`src/rtl/protocol_resp_tx.sv`:
```
// Response-packet transmitter: latches one response per handshake and streams
// HEADER, status, address, command, payload (MSB byte first), FOOTER over a valid/ready byte link.
module protocol_resp_tx #(
    parameter logic [7:0] HEADER     = 8'hFF,
    parameter logic [7:0] FOOTER     = 8'h7F,
    parameter int         DATA_BYTES = 3,
    localparam int        DW         = 8 * DATA_BYTES
) (
    input  logic          clk,
    input  logic          reset,
    input  logic          req_valid,
    output logic          req_ready,
    input  logic [7:0]    status,
    input  logic [7:0]    sensor_addr,
    input  logic [7:0]    command,
    input  logic [DW-1:0] data,
    input  logic          abort,
    output logic [7:0]    out,
    output logic          out_valid,
    input  logic          out_ready,
    output logic          busy,
    output logic          done
);

    typedef enum logic [2:0] {
        IDLE = 3'd0,
        HDR  = 3'd1,
        STAT = 3'd2,
        ADDR = 3'd3,
        CMD  = 3'd4,
        DATA = 3'd5,
        FTR  = 3'd6
    } state_t;

    localparam logic [1:0] CNT_LAST = 2'(DATA_BYTES - 1);

    state_t        state_r, state_next_s;
    logic [1:0]    cnt_r, cnt_next_s;
    logic [7:0]    status_r, addr_r, cmd_r;
    logic [DW-1:0] data_r;
    logic [7:0]    out_next_s;
    logic          accept_s, beat_s;

    // Payload byte idx counts from the most significant byte downwards.
    function automatic logic [7:0] data_byte(input logic [DW-1:0] d, input logic [1:0] idx);
        logic [7:0] b;
        b = 8'h00;
        for (int i = 0; i < DATA_BYTES; i++) begin
            b = (idx == 2'(DATA_BYTES - 1 - i)) ? d[8*i +: 8] : b;
        end
        return b;
    endfunction

    assign req_ready = (state_r == IDLE) && !abort;
    assign accept_s  = req_valid && req_ready;
    assign beat_s    = out_valid && out_ready;

    // Next-state and byte-counter logic; abort wins over any beat.
    always_comb begin
        state_next_s = state_r;
        cnt_next_s   = cnt_r;
        if (abort) begin
            state_next_s = IDLE;
            cnt_next_s   = 2'd0;
        end else begin
            case (state_r)
                IDLE: begin
                    if (accept_s) state_next_s = HDR;
                    else          state_next_s = IDLE;
                end
                HDR:  if (beat_s) state_next_s = STAT; else state_next_s = HDR;
                STAT: if (beat_s) state_next_s = ADDR; else state_next_s = STAT;
                ADDR: if (beat_s) state_next_s = CMD;  else state_next_s = ADDR;
                CMD: begin
                    if (beat_s) begin
                        state_next_s = DATA;
                        cnt_next_s   = 2'd0;
                    end else begin
                        state_next_s = CMD;
                    end
                end
                DATA: begin
                    if (beat_s && (cnt_r == CNT_LAST)) begin
                        state_next_s = FTR;
                        cnt_next_s   = 2'd0;
                    end else if (beat_s) begin
                        cnt_next_s   = cnt_r + 2'd1;
                    end else begin
                        cnt_next_s   = cnt_r;
                    end
                end
                FTR:  if (beat_s) state_next_s = IDLE; else state_next_s = FTR;
                default: begin
                    state_next_s = IDLE;
                    cnt_next_s   = 2'd0;
                end
            endcase
        end
    end

    // Byte presented in the next state, so out can be registered alongside the state.
    always_comb begin
        out_next_s = 8'h00;
        case (state_next_s)
            IDLE:    out_next_s = 8'h00;
            HDR:     out_next_s = HEADER;
            STAT:    out_next_s = status_r;
            ADDR:    out_next_s = addr_r;
            CMD:     out_next_s = cmd_r;
            DATA:    out_next_s = data_byte(data_r, cnt_next_s);
            FTR:     out_next_s = FOOTER;
            default: out_next_s = 8'h00;
        endcase
    end

    // Response field capture; abort discards the packet in flight.
    always_ff @(posedge clk) begin
        if (reset || abort) begin
            status_r <= 8'h00;
            addr_r   <= 8'h00;
            cmd_r    <= 8'h00;
            data_r   <= '0;
        end else if (accept_s) begin
            status_r <= status;
            addr_r   <= sensor_addr;
            cmd_r    <= command;
            data_r   <= data;
        end else begin
            status_r <= status_r;
            addr_r   <= addr_r;
            cmd_r    <= cmd_r;
            data_r   <= data_r;
        end
    end

    // State register and registered stream outputs.
    always_ff @(posedge clk) begin
        if (reset) begin
            state_r   <= IDLE;
            cnt_r     <= 2'd0;
            out       <= 8'h00;
            out_valid <= 1'b0;
            busy      <= 1'b0;
            done      <= 1'b0;
        end else begin
            state_r   <= state_next_s;
            cnt_r     <= cnt_next_s;
            out       <= out_next_s;
            out_valid <= (state_next_s != IDLE);
            busy      <= (state_next_s != IDLE);
            done      <= (state_r == FTR) && beat_s && !abort;
        end
    end

endmodule

```
`config.mk`:
```
export PLATFORM = sky130hd
export DESIGN_NAME = protocol_resp_tx
export DESIGN_NICKNAME = d
export VERILOG_FILES = /design/src/rtl/protocol_resp_tx.sv
export SDC_FILE = /design/constraint.sdc
export NUM_CORES = 1
export LEC_CHECK = 0
export CORE_MARGIN = 4
export CORE_UTILIZATION = 40
export CTS_CLUSTER_SIZE = 16
export DETAILED_ROUTE_END_ITERATION = 8
export PLACE_DENSITY_LB_ADDON = 0.05
export REMOVE_ABC_BUFFERS = 1
export SLEW_MARGIN = 20
export SYNTH_ARGS = -nofsm -noshare
export SYNTH_HDL_FRONTEND = slang
export SYNTH_SLANG_ARGS = --single-unit
```
`constraint.sdc`:
```
create_clock -name clk -period 2.5 [get_ports clk]
set_input_delay 0.75 -clock clk [delete_from_list [all_inputs] [get_ports clk]]
set_output_delay 0.75 -clock clk [all_outputs]
set_load 0.02 [all_outputs]
```
==> results.sh, run 1 <==
export IMPL_num_nets_final=493
export IMPL_synthCells=353
export IMPL_multi_input_area_um2=1395
export IMPL_comb_power_share_pct=11.3
export IMPL_hpwlAfterDp_um=5357
export IMPL_track_usage_pct=18.12
export IMPL_synth_distinct_cells=50
export IMPL_h_tree_depth=3
export IMPL_period_share_pct=94.32
export IMPL_path_class="in2out"
export IMPL_grt_antenna_before_repair=0
export IMPL_avgRoutedWirePerCell_um=13.34
export IMPL_syn_area_um2=2791
export IMPL_grt_pass1_vias=2633
export IMPL_fin_total_pwr_mw=2.120
export IMPL_internal_power_mw=1.608
export IMPL_worst_r2r_cell_count=10
export IMPL_worst_r2r_endpoint="out[2]"
export IMPL_post_layout_nonfiller_instances=538
export IMPL_io_pins=65
export IMPL_initial_core_util_pct=41.09
export IMPL_finalWirelength_um=7177
export IMPL_path_buf_inv=2
export IMPL_min_path_type="reg2reg"
export IMPL_clock_sinks=63
export IMPL_viasPerCell=4.981
export IMPL_insertion_delay_ns=0.34
export IMPL_fmax_mhz=424.1
export IMPL_ys_ff_latch=63
export IMPL_path_cells="clkdlybuf4s50_1, nor4_4, clkbuf_2"
export IMPL_clk_pin_slew_ns=0.07
export IMPL_fin_tns_setup_ns=0
export IMPL_yosys_area_top_type_share_pct=45.18
export IMPL_grt_pass1_wl_um=12160
export IMPL_worstPathArrival_ns=1.61
export IMPL_cap_viol_max_count=0
export IMPL_leakagePower_nw=1.429
export IMPL_min_period_ns=2.358
export IMPL_clock_skew_ns=0.009266
export IMPL_startpoint_type="input port"
export IMPL_first_iter_violations=148
export IMPL_die_y_um=91.54
export IMPL_clockBufferDepth=2
export IMPL_ant_nets=0
export IMPL_grt_setup_unrepaired="no"
export IMPL_dp_slack_ns=-0.6386
export IMPL_syn2layout_area_growth_pct=39.67
export IMPL_yosysSeqAreaShare_pct=45.18
export IMPL_seq_area_um2=1261
export IMPL_hold_slack_ns=0.4508
export IMPL_p_sw_share_pct=24.14
export IMPL_outcome="finished, final reports clean"
export IMPL_crit_path_end="req_ready"
export IMPL_synthTopCellsByArea="dfxtp_1, nand2_1, a21oi_1, a222oi_1, clkbuf_1"
export IMPL_drive_gt1_share_pct=15.61
export IMPL_power_switching_uw=511.9
export IMPL_finalSetupViolCount=0
export IMPL_dieWidth_um=91.54
export IMPL_startpoint="abort"
export IMPL_syn_area_per_cell_um2=7.908
export IMPL_slowest_delay_ns=0.47
export IMPL_core_area_um2=6794
export IMPL_final_util_pct=57.38
export IMPL_fill_cells=670
export IMPL_gp_congestion=0.8773
export IMPL_sequentialPowerShare_pct=49.0
export IMPL_final_common_cell="nand2_1"
export IMPL_dp_cells=522
export IMPL_power_frac_clock_pct=39.8
export IMPL_slew_headroom_pct=72.22
export IMPL_diodes=0
export IMPL_ys_warn_count=0
export IMPL_cts_root_buffer_cell="clkbuf_8"
export IMPL_worst_pin_slew_ns=0.4132
export IMPL_power_density_nw_per_um2=543.8
export IMPL_cp_slowest_cell="clkdlybuf4s50_1"
export IMPL_worstPathRequired_ns=1.75
export IMPL_ir_worst_vdd_v=0.0002800
export IMPL_placed_area_um2=3701
export IMPL_cts_tree="done"
export IMPL_firstDrtPassIters=4
export IMPL_cp_top_family="buffers and inverters"
export IMPL_cp_end_kind="output port"
export IMPL_grt_overflow=0
export IMPL_vias=2680
export IMPL_cts_buffers=9
export IMPL_grt_start_max_net_pins=49
export IMPL_r2r_start="cnt_r[0]"
export IMPL_layout_common_cells="nand2_1, dfxtp_1, clkdlybuf4s50_1"
export IMPL_synth_top_cell_by_area="dfxtp_1"
export IMPL_port_buffers=64
export IMPL_hold_viol=0
export IMPL_num_rows=30
export IMPL_drcViolationCount=0
export IMPL_slew_violations=0
export IMPL_postLayoutCellArea_um2=3899
export IMPL_reg2reg_slack_ns=0.32
export IMPL_setup_ws_ns=0.1420
export IMPL_dieArea_um2=8379
export IMPL_cp_depth=3
export IMPL_path_max_fanout=3
## layer usage
metal  vias to the layer above  track usage, %  wire (um)
met1                      1217           21.81       3214
met3                        12           6.545        372
met2                        66           29.82       3467
met5                         -               0          0
li1                       1385               -          -
met4                         0           6.030        123
## synthesized netlist by cell type, drive strengths merged
master,instances
nand2,107
dfxtp,63
a21oi,55
clkbuf,18
nor2,13
o21ai,12
and2,8
buf,8
nand3,8
a222oi,7
and3,7
inv,6
nor2b,5
o2111ai,5
a31oi,3
a221oi,2
a22oi,2
ha,2
nor4,2
a211oi,1
a311oi,1
a31o,1
a41oi,1
and3b,1
nand2b,1
nand4b,1
nor3,1
nor3b,1
nor4bb,1
o211a,1
o211ai,1
o21a,1
o221ai,1
o22a,1
o2bb2ai,1
o31ai,1
or2,1
or3,1
xor2,1
## power by group through the flow
stage                     combinational (mW)  sequential [mW]  clock (mW)
after floorplan                       0.0815             1.07           0
after global placement                 0.239             1.06           0
after detailed placement               0.241             1.06           0
after CTS                              0.241             1.04       0.862
after global routing                   0.262             1.04       0.919
final                                  0.239             1.04       0.843
## logic make-up (layout without fill, tap and decap cells)
logic type	after synthesis	in the layout	synth area share, %
compound gates	97	97	22.86
buf+inv	32	121	5.333
simple gates	158	158	25.42
flops	63	63	45.18
fa+ha+maj	2	2	0.8963
xor+xnor	1	1	0.3138
## how the worst min path moves through the flow
stage	from	to	slack (ns)	cells past startpoint
floorplan	addr_r[1]	addr_r[1]	0.43	2
global placement	addr_r[5]	addr_r[5]	0.44	2
detailed placement	addr_r[5]	addr_r[5]	0.44	2
CTS	addr_r[5]	addr_r[5]	0.45	2
global route	cmd_r[7]	cmd_r[7]	0.47	2
finish	addr_r[5]	addr_r[5]	0.45	2
## sequential cells by signal, indices dropped and copies added (netlist names)
register	count
cnt_r	2
cmd_r	8
addr_r	8
done	1
state_r	3
data_r	24
busy	1
out	8
status_r	8
## what timing repair did
action	in CTS	in global routing
resized for setup	4	7
setup buffers	1	0
hold buffers	0	0
pin swaps	2	2
endpoints found under the hold margin	0	0
endpoints found under the setup margin	9	8
## worst min-delay path, stage by stage, from the launching register on
cell and delay [ns]:
dfxtp_1 0.31, nand2_1 0.05, a21oi_1 0.05
## layout make-up
type,count,share of cell area [%]
Clock inverter,6,1.605
Timing Repair Buffer,100,23.43
Tap cell,96,3.081
Multi-Input combinational cell,258,35.78
Clock buffer,9,3.177
Sequential cell,63,32.35
Inverter,6,0.5777
Power figures use the tool's default switching activity.
==> inputs of run 2 (changes only) <==
Settings changed: HOLD_SLACK_MARGIN from default to 0.15, RECOVER_POWER from default to 100.
==> run 2 against run 1 <==
Clock skew barely moved. Sequential share of layout area grew 0.27 points. Final cell count did not move. Clock-buffer cell count is the same. Global-route usage did not move. Utilization down 0.48 points. Total power down 0.54%.
==> results.sh, run 2 (synthesis gave the netlist of run 1 again) <==
export IMPL_path_max_fanout=3
export IMPL_first_iter_violations=132
export IMPL_startpoint_type="input port"
export IMPL_final_common_cell="nand2_1"
export IMPL_path_class="in2out"
export IMPL_firstDrtPassIters=4
export IMPL_worstPathRequired_ns=1.75
export IMPL_power_density_nw_per_um2=545.4
export IMPL_drive_gt1_share_pct=14.48
export IMPL_grt_antenna_before_repair=0
export IMPL_dp_cells=522
export IMPL_multi_input_area_um2=1390
export IMPL_num_rows=30
export IMPL_grt_pass1_vias=2633
export IMPL_cts_buffers=9
export IMPL_clock_sinks=63
export IMPL_wl_met2_um=3454
export IMPL_finalSetupViolCount=0
export IMPL_diodes=0
export IMPL_dieWidth_um=91.54
export IMPL_period_share_pct=96.34
export IMPL_outcome="finished, final reports clean"
export IMPL_grt_overflow=0
export IMPL_clockBufferDepth=2
export IMPL_hold_viol=0
export IMPL_worst_pin_slew_ns=0.7581
export IMPL_layout_common_cells="nand2_1, dfxtp_1, a21oi_1"
export IMPL_clock_skew_ns=0.008841
export IMPL_hold_buffers=0
export IMPL_post_layout_nonfiller_instances=538
export IMPL_clk_pin_slew_ns=0.07
export IMPL_gp_congestion=0.8773
export IMPL_leakagePower_nw=1.443
export IMPL_wl_met1_um=3184
export IMPL_cts_tree="done"
export IMPL_core_area_um2=6794
export IMPL_grt_start_max_net_pins=49
export IMPL_die_y_um=91.54
export IMPL_cp_end_kind="output port"
export IMPL_ant_nets=0
export IMPL_worstPathArrival_ns=1.66
export IMPL_grt_setup_unrepaired="no"
export IMPL_syn2layout_area_growth_pct=38.50
export IMPL_cts_root_buffer_cell="clkbuf_8"
export IMPL_insertion_delay_ns=0.34
export IMPL_viasPerCell=4.991
export IMPL_dieArea_um2=8379
export IMPL_initial_core_util_pct=41.09
export IMPL_num_nets_final=493
export IMPL_hpwlAfterDp_um=5357
export IMPL_grt_pass1_wl_um=12160
export IMPL_fill_cells=676
export IMPL_met3RoutedLength_um=393
export IMPL_slew_violations=0
export IMPL_finalWirelength_um=7160
export IMPL_port_buffers=64
export IMPL_vias=2685
export IMPL_slew_headroom_pct=49.46
export IMPL_top_layer_used="met4"
export IMPL_h_tree_depth=3
export IMPL_drcViolationCount=0
export IMPL_min_path_type="reg2reg"
export IMPL_top_register="data_r"
export IMPL_cap_viol_max_count=0
export IMPL_final_util_pct=56.91
export IMPL_avgRoutedWirePerCell_um=13.31
export IMPL_largest_reg_flops=24
export IMPL_min_period_ns=2.408
export IMPL_track_usage_pct=18.12
export IMPL_seq_area_um2=1261
export IMPL_fmax_mhz=415.2
export IMPL_ir_worst_vdd_v=0.0002744
export IMPL_io_pins=65
[run 2: cell count changes in the layout (fill, tap and decap cells not counted)]
cell	previous run	this run
clkbuf_1	0	4
nor3b_2	1	0
and2_1	8	6
and2_0	0	2
clkbuf_4	0	1
clkdlybuf4s50_1	62	51
nor3b_1	0	1
buf_4	35	31
buf_12	1	0
dlygate4sd3_1	0	11
[run 2: what timing repair did]
action / 4_1_cts / 5_1_grt
setup endpoints to repair: 9 / 8
buffers inserted: 1 / 0
pin swaps: 2 / 2
gates resized for setup: 4 / 7
[run 2: worst max-delay path: stages]
cell	delay [ns]
clkdlybuf4s50_1	0.47
nor4_4	0.17
clkbuf_1	0.27
[run 2: stage by stage]
step           cell area [um^2]  setup WS (ns)  hold slack (ns)  setup TNS, ns  total power [mW]
2_1_floorplan              2665        -0.1682           0.4317         -1.132             1.148
3_3_place_gp               3701        -0.4878           0.4382         -4.024             1.301
3_5_place_dp               3701        -0.6386           0.4438         -5.045             1.302
4_1_cts                    3895        0.01204           0.4531              0             2.141
5_1_grt                    3866        0.04396           0.4740              0             2.213
6_report                   3866        0.09157           0.4512              0             2.109
[run 2: path summary, 6_finish.rpt]
check / startpoint / to / slack [ns] / depth (start not counted)
worst min-delay path: addr_r[5] / addr_r[5] / 0.45 / 2
worst min register to register: addr_r[5] / addr_r[5] / 0.45 / 2
worst max register to register: cnt_r[0] / out[2] / 0.32 / 10
worst max-delay path: abort / req_ready / 0.09 / 3
[run 2: final cells by class]
cell class / instances / area share, %
clock buffer: 9 / 3.204
clock inverter: 6 / 1.618
inverter: 6 / 0.5825
multi-input combinational: 258 / 35.95
sequential: 63 / 32.62
tap: 96 / 3.107
timing repair buffer: 100 / 22.91
[run 2: where the power goes]
part	switching, mW	internal [mW]
Sequential	0.0120	1.03
Clock	0.390	0.450
Combinational	0.106	0.124
Total	0.508	1.60
[run 2: layer usage]
| metal | vias up | GRT usage [%] |
|---|---|---|
| met5 | - | 0 |
| met3 | 12 | 6.545 |
| met1 | 1215 | 21.81 |
| li1 | 1389 | - |
| met2 | 69 | 29.82 |
| met4 | 0 | 6.030 |
==> inputs of run 3 (changes only) <==
Settings changed: CORE_ASPECT_RATIO from default to 0.8.
==> run 3 against run 2 <==
Sequential power about the same. Critical endpoint unchanged. Clock power grew 16%. Register-to-register slack got worse by 0.19 ns.
==> results.sh, run 3 (synthesis gave the netlist of run 1 again) <==
export IMPL_slew_violations=0
export IMPL_r2r_start="state_r[2]"
export IMPL_clock_skew_ns=0.009368
export IMPL_ir_worst_vdd_v=0.0002865
export IMPL_period_share_pct=95.14
export IMPL_clockBufferDepth=2
export IMPL_grtUsageMet3_pct=5.458
export IMPL_worstPathArrival_ns=1.63
export IMPL_core_area_um2=6571
export IMPL_final_common_cell="nand2_1"
export IMPL_diodes=0
export IMPL_grt_start_max_net_pins=47
export IMPL_fin_total_pwr_mw=2.253
export IMPL_startpoint="abort"
export IMPL_syn2layout_area_growth_pct=39.85
export IMPL_fin_tns_setup_ns=0
export IMPL_cts_buffers=9
export IMPL_first_iter_violations=175
export IMPL_met2_usage_pct=27.28
export IMPL_setup_ws_ns=0.1215
export IMPL_viasPerCell=5.242
export IMPL_top_register="data_r"
export IMPL_hpwlAfterDp_um=5532
export IMPL_slew_headroom_pct=65.23
export IMPL_worst_r2r_endpoint="out[2]"
export IMPL_port_buffers=64
export IMPL_largest_reg_flops=24
export IMPL_gp_congestion=0.8478
export IMPL_worst_r2r_cell_count=7
export IMPL_initial_core_util_pct=42.48
export IMPL_worstPathRequired_ns=1.75
export IMPL_finalWirelength_um=7547
export IMPL_power_density_nw_per_um2=577.2
export IMPL_grt_pass1_wl_um=12520
export IMPL_num_rows=26
export IMPL_finalSetupViolCount=0
export IMPL_drcViolationCount=0
export IMPL_cp_end_kind="output port"
export IMPL_vias=2752
export IMPL_startpoint_type="input port"
export IMPL_grt_pass1_vias=2587
export IMPL_dp_slack_ns=-0.4595
export IMPL_track_usage_pct=19.09
export IMPL_layout_common_cells="nand2_1, dfxtp_1, a21oi_1"
export IMPL_cts_tree="done"
export IMPL_insertion_delay_ns=0.34
export IMPL_hold_viol=0
export IMPL_cts_root_buffer_cell="clkbuf_8"
export IMPL_io_pins=65
export IMPL_fmax_mhz=420.4
export IMPL_dieWidth_um=101.4
export IMPL_reg2reg_slack_ns=0.13
export IMPL_met1_usage_pct=27.60
export IMPL_path_max_fanout=3
export IMPL_die_y_um=82.72
export IMPL_grt_overflow=0
export IMPL_h_tree_depth=3
export IMPL_clock_sinks=63
export IMPL_dieArea_um2=8388
export IMPL_num_nets_final=491
export IMPL_ant_nets=0
export IMPL_hold_buffers=0
export IMPL_avgRoutedWirePerCell_um=14.38
export IMPL_cap_viol_max_count=0
export IMPL_min_path_type="reg2reg"
export IMPL_crit_path_end="req_ready"
export IMPL_min_period_ns=2.379
export IMPL_busiest_layer="met1"
export IMPL_outcome="finished, final reports clean"
export IMPL_path_class="in2out"
export IMPL_worst_pin_slew_ns=0.5215
export IMPL_leakagePower_nw=1.472
export IMPL_grt_setup_unrepaired="no"
export IMPL_grt_antenna_before_repair=0
export IMPL_firstDrtPassIters=6
export IMPL_drive_gt1_share_pct=15.42
export IMPL_clk_pin_slew_ns=0.07
run 3: timing repair:
item / CTS / global route
pin swaps: 4 / 0
buffers inserted: 1 / 0
endpoints found under the setup margin: 8 / 8
gates resized for setup: 11 / 4
run 3: worst min path at each step:
stage	startpoint	to	slack, ns	depth (start not counted)
2_1_floorplan	addr_r[1]	addr_r[1]	0.43	2
3_3_place_gp	addr_r[3]	addr_r[3]	0.44	2
3_5_place_dp	cmd_r[7]	cmd_r[7]	0.45	2
4_1_cts	addr_r[3]	addr_r[3]	0.46	2
5_1_grt	addr_r[4]	addr_r[4]	0.48	2
6_report	addr_r[5]	addr_r[5]	0.45	2
run 3: cell type report:
| class | count | area, um^2 |
|---|---|---|
| clock buffer | 9 | 123.9 |
| clock inverter | 7 | 96.34 |
| fill | 625 | 2668 |
| inverter | 6 | 22.52 |
| multi-input combinational | 258 | 1404 |
| sequential | 63 | 1261 |
| tap | 84 | 105.1 |
| timing repair buffer | 98 | 890.9 |
run 3: power by group:
part	total (mW)	internal, mW	switching, mW	leakage [nW]
Clock	0.976	0.564	0.412	0.114
Combinational	0.239	0.128	0.111	0.848
Sequential	1.04	1.03	0.0128	0.511
run 3: metrics by stage:
stage / area (um^2) / hold slack (ns) / instances / util (%)
2_1_floorplan: 2665 / 0.4317 / 327 / -
3_3_place_gp: 3704 / 0.4417 / 509 / 56.36
5_1_grt: 3904 / 0.4772 / 525 / 59.41
4_1_cts: 3943 / 0.4555 / 525 / 60.00
6_report: 3904 / 0.4539 / 525 / 59.41
3_5_place_dp: 3704 / 0.4454 / 509 / 56.36
run 3: worst max-delay path, cell delays in order:
cell and delay [ns]:
clkdlybuf4s50_1 0.48, nor4_4 0.18, clkbuf_2 0.22
run 3: metal layers:
layer / wire length, um / part of all wire [%]
met5: 0 / 0
met4: 91 / 1.2
met3: 624 / 8.3
met2: 2999 / 40
met1: 3831 / 51
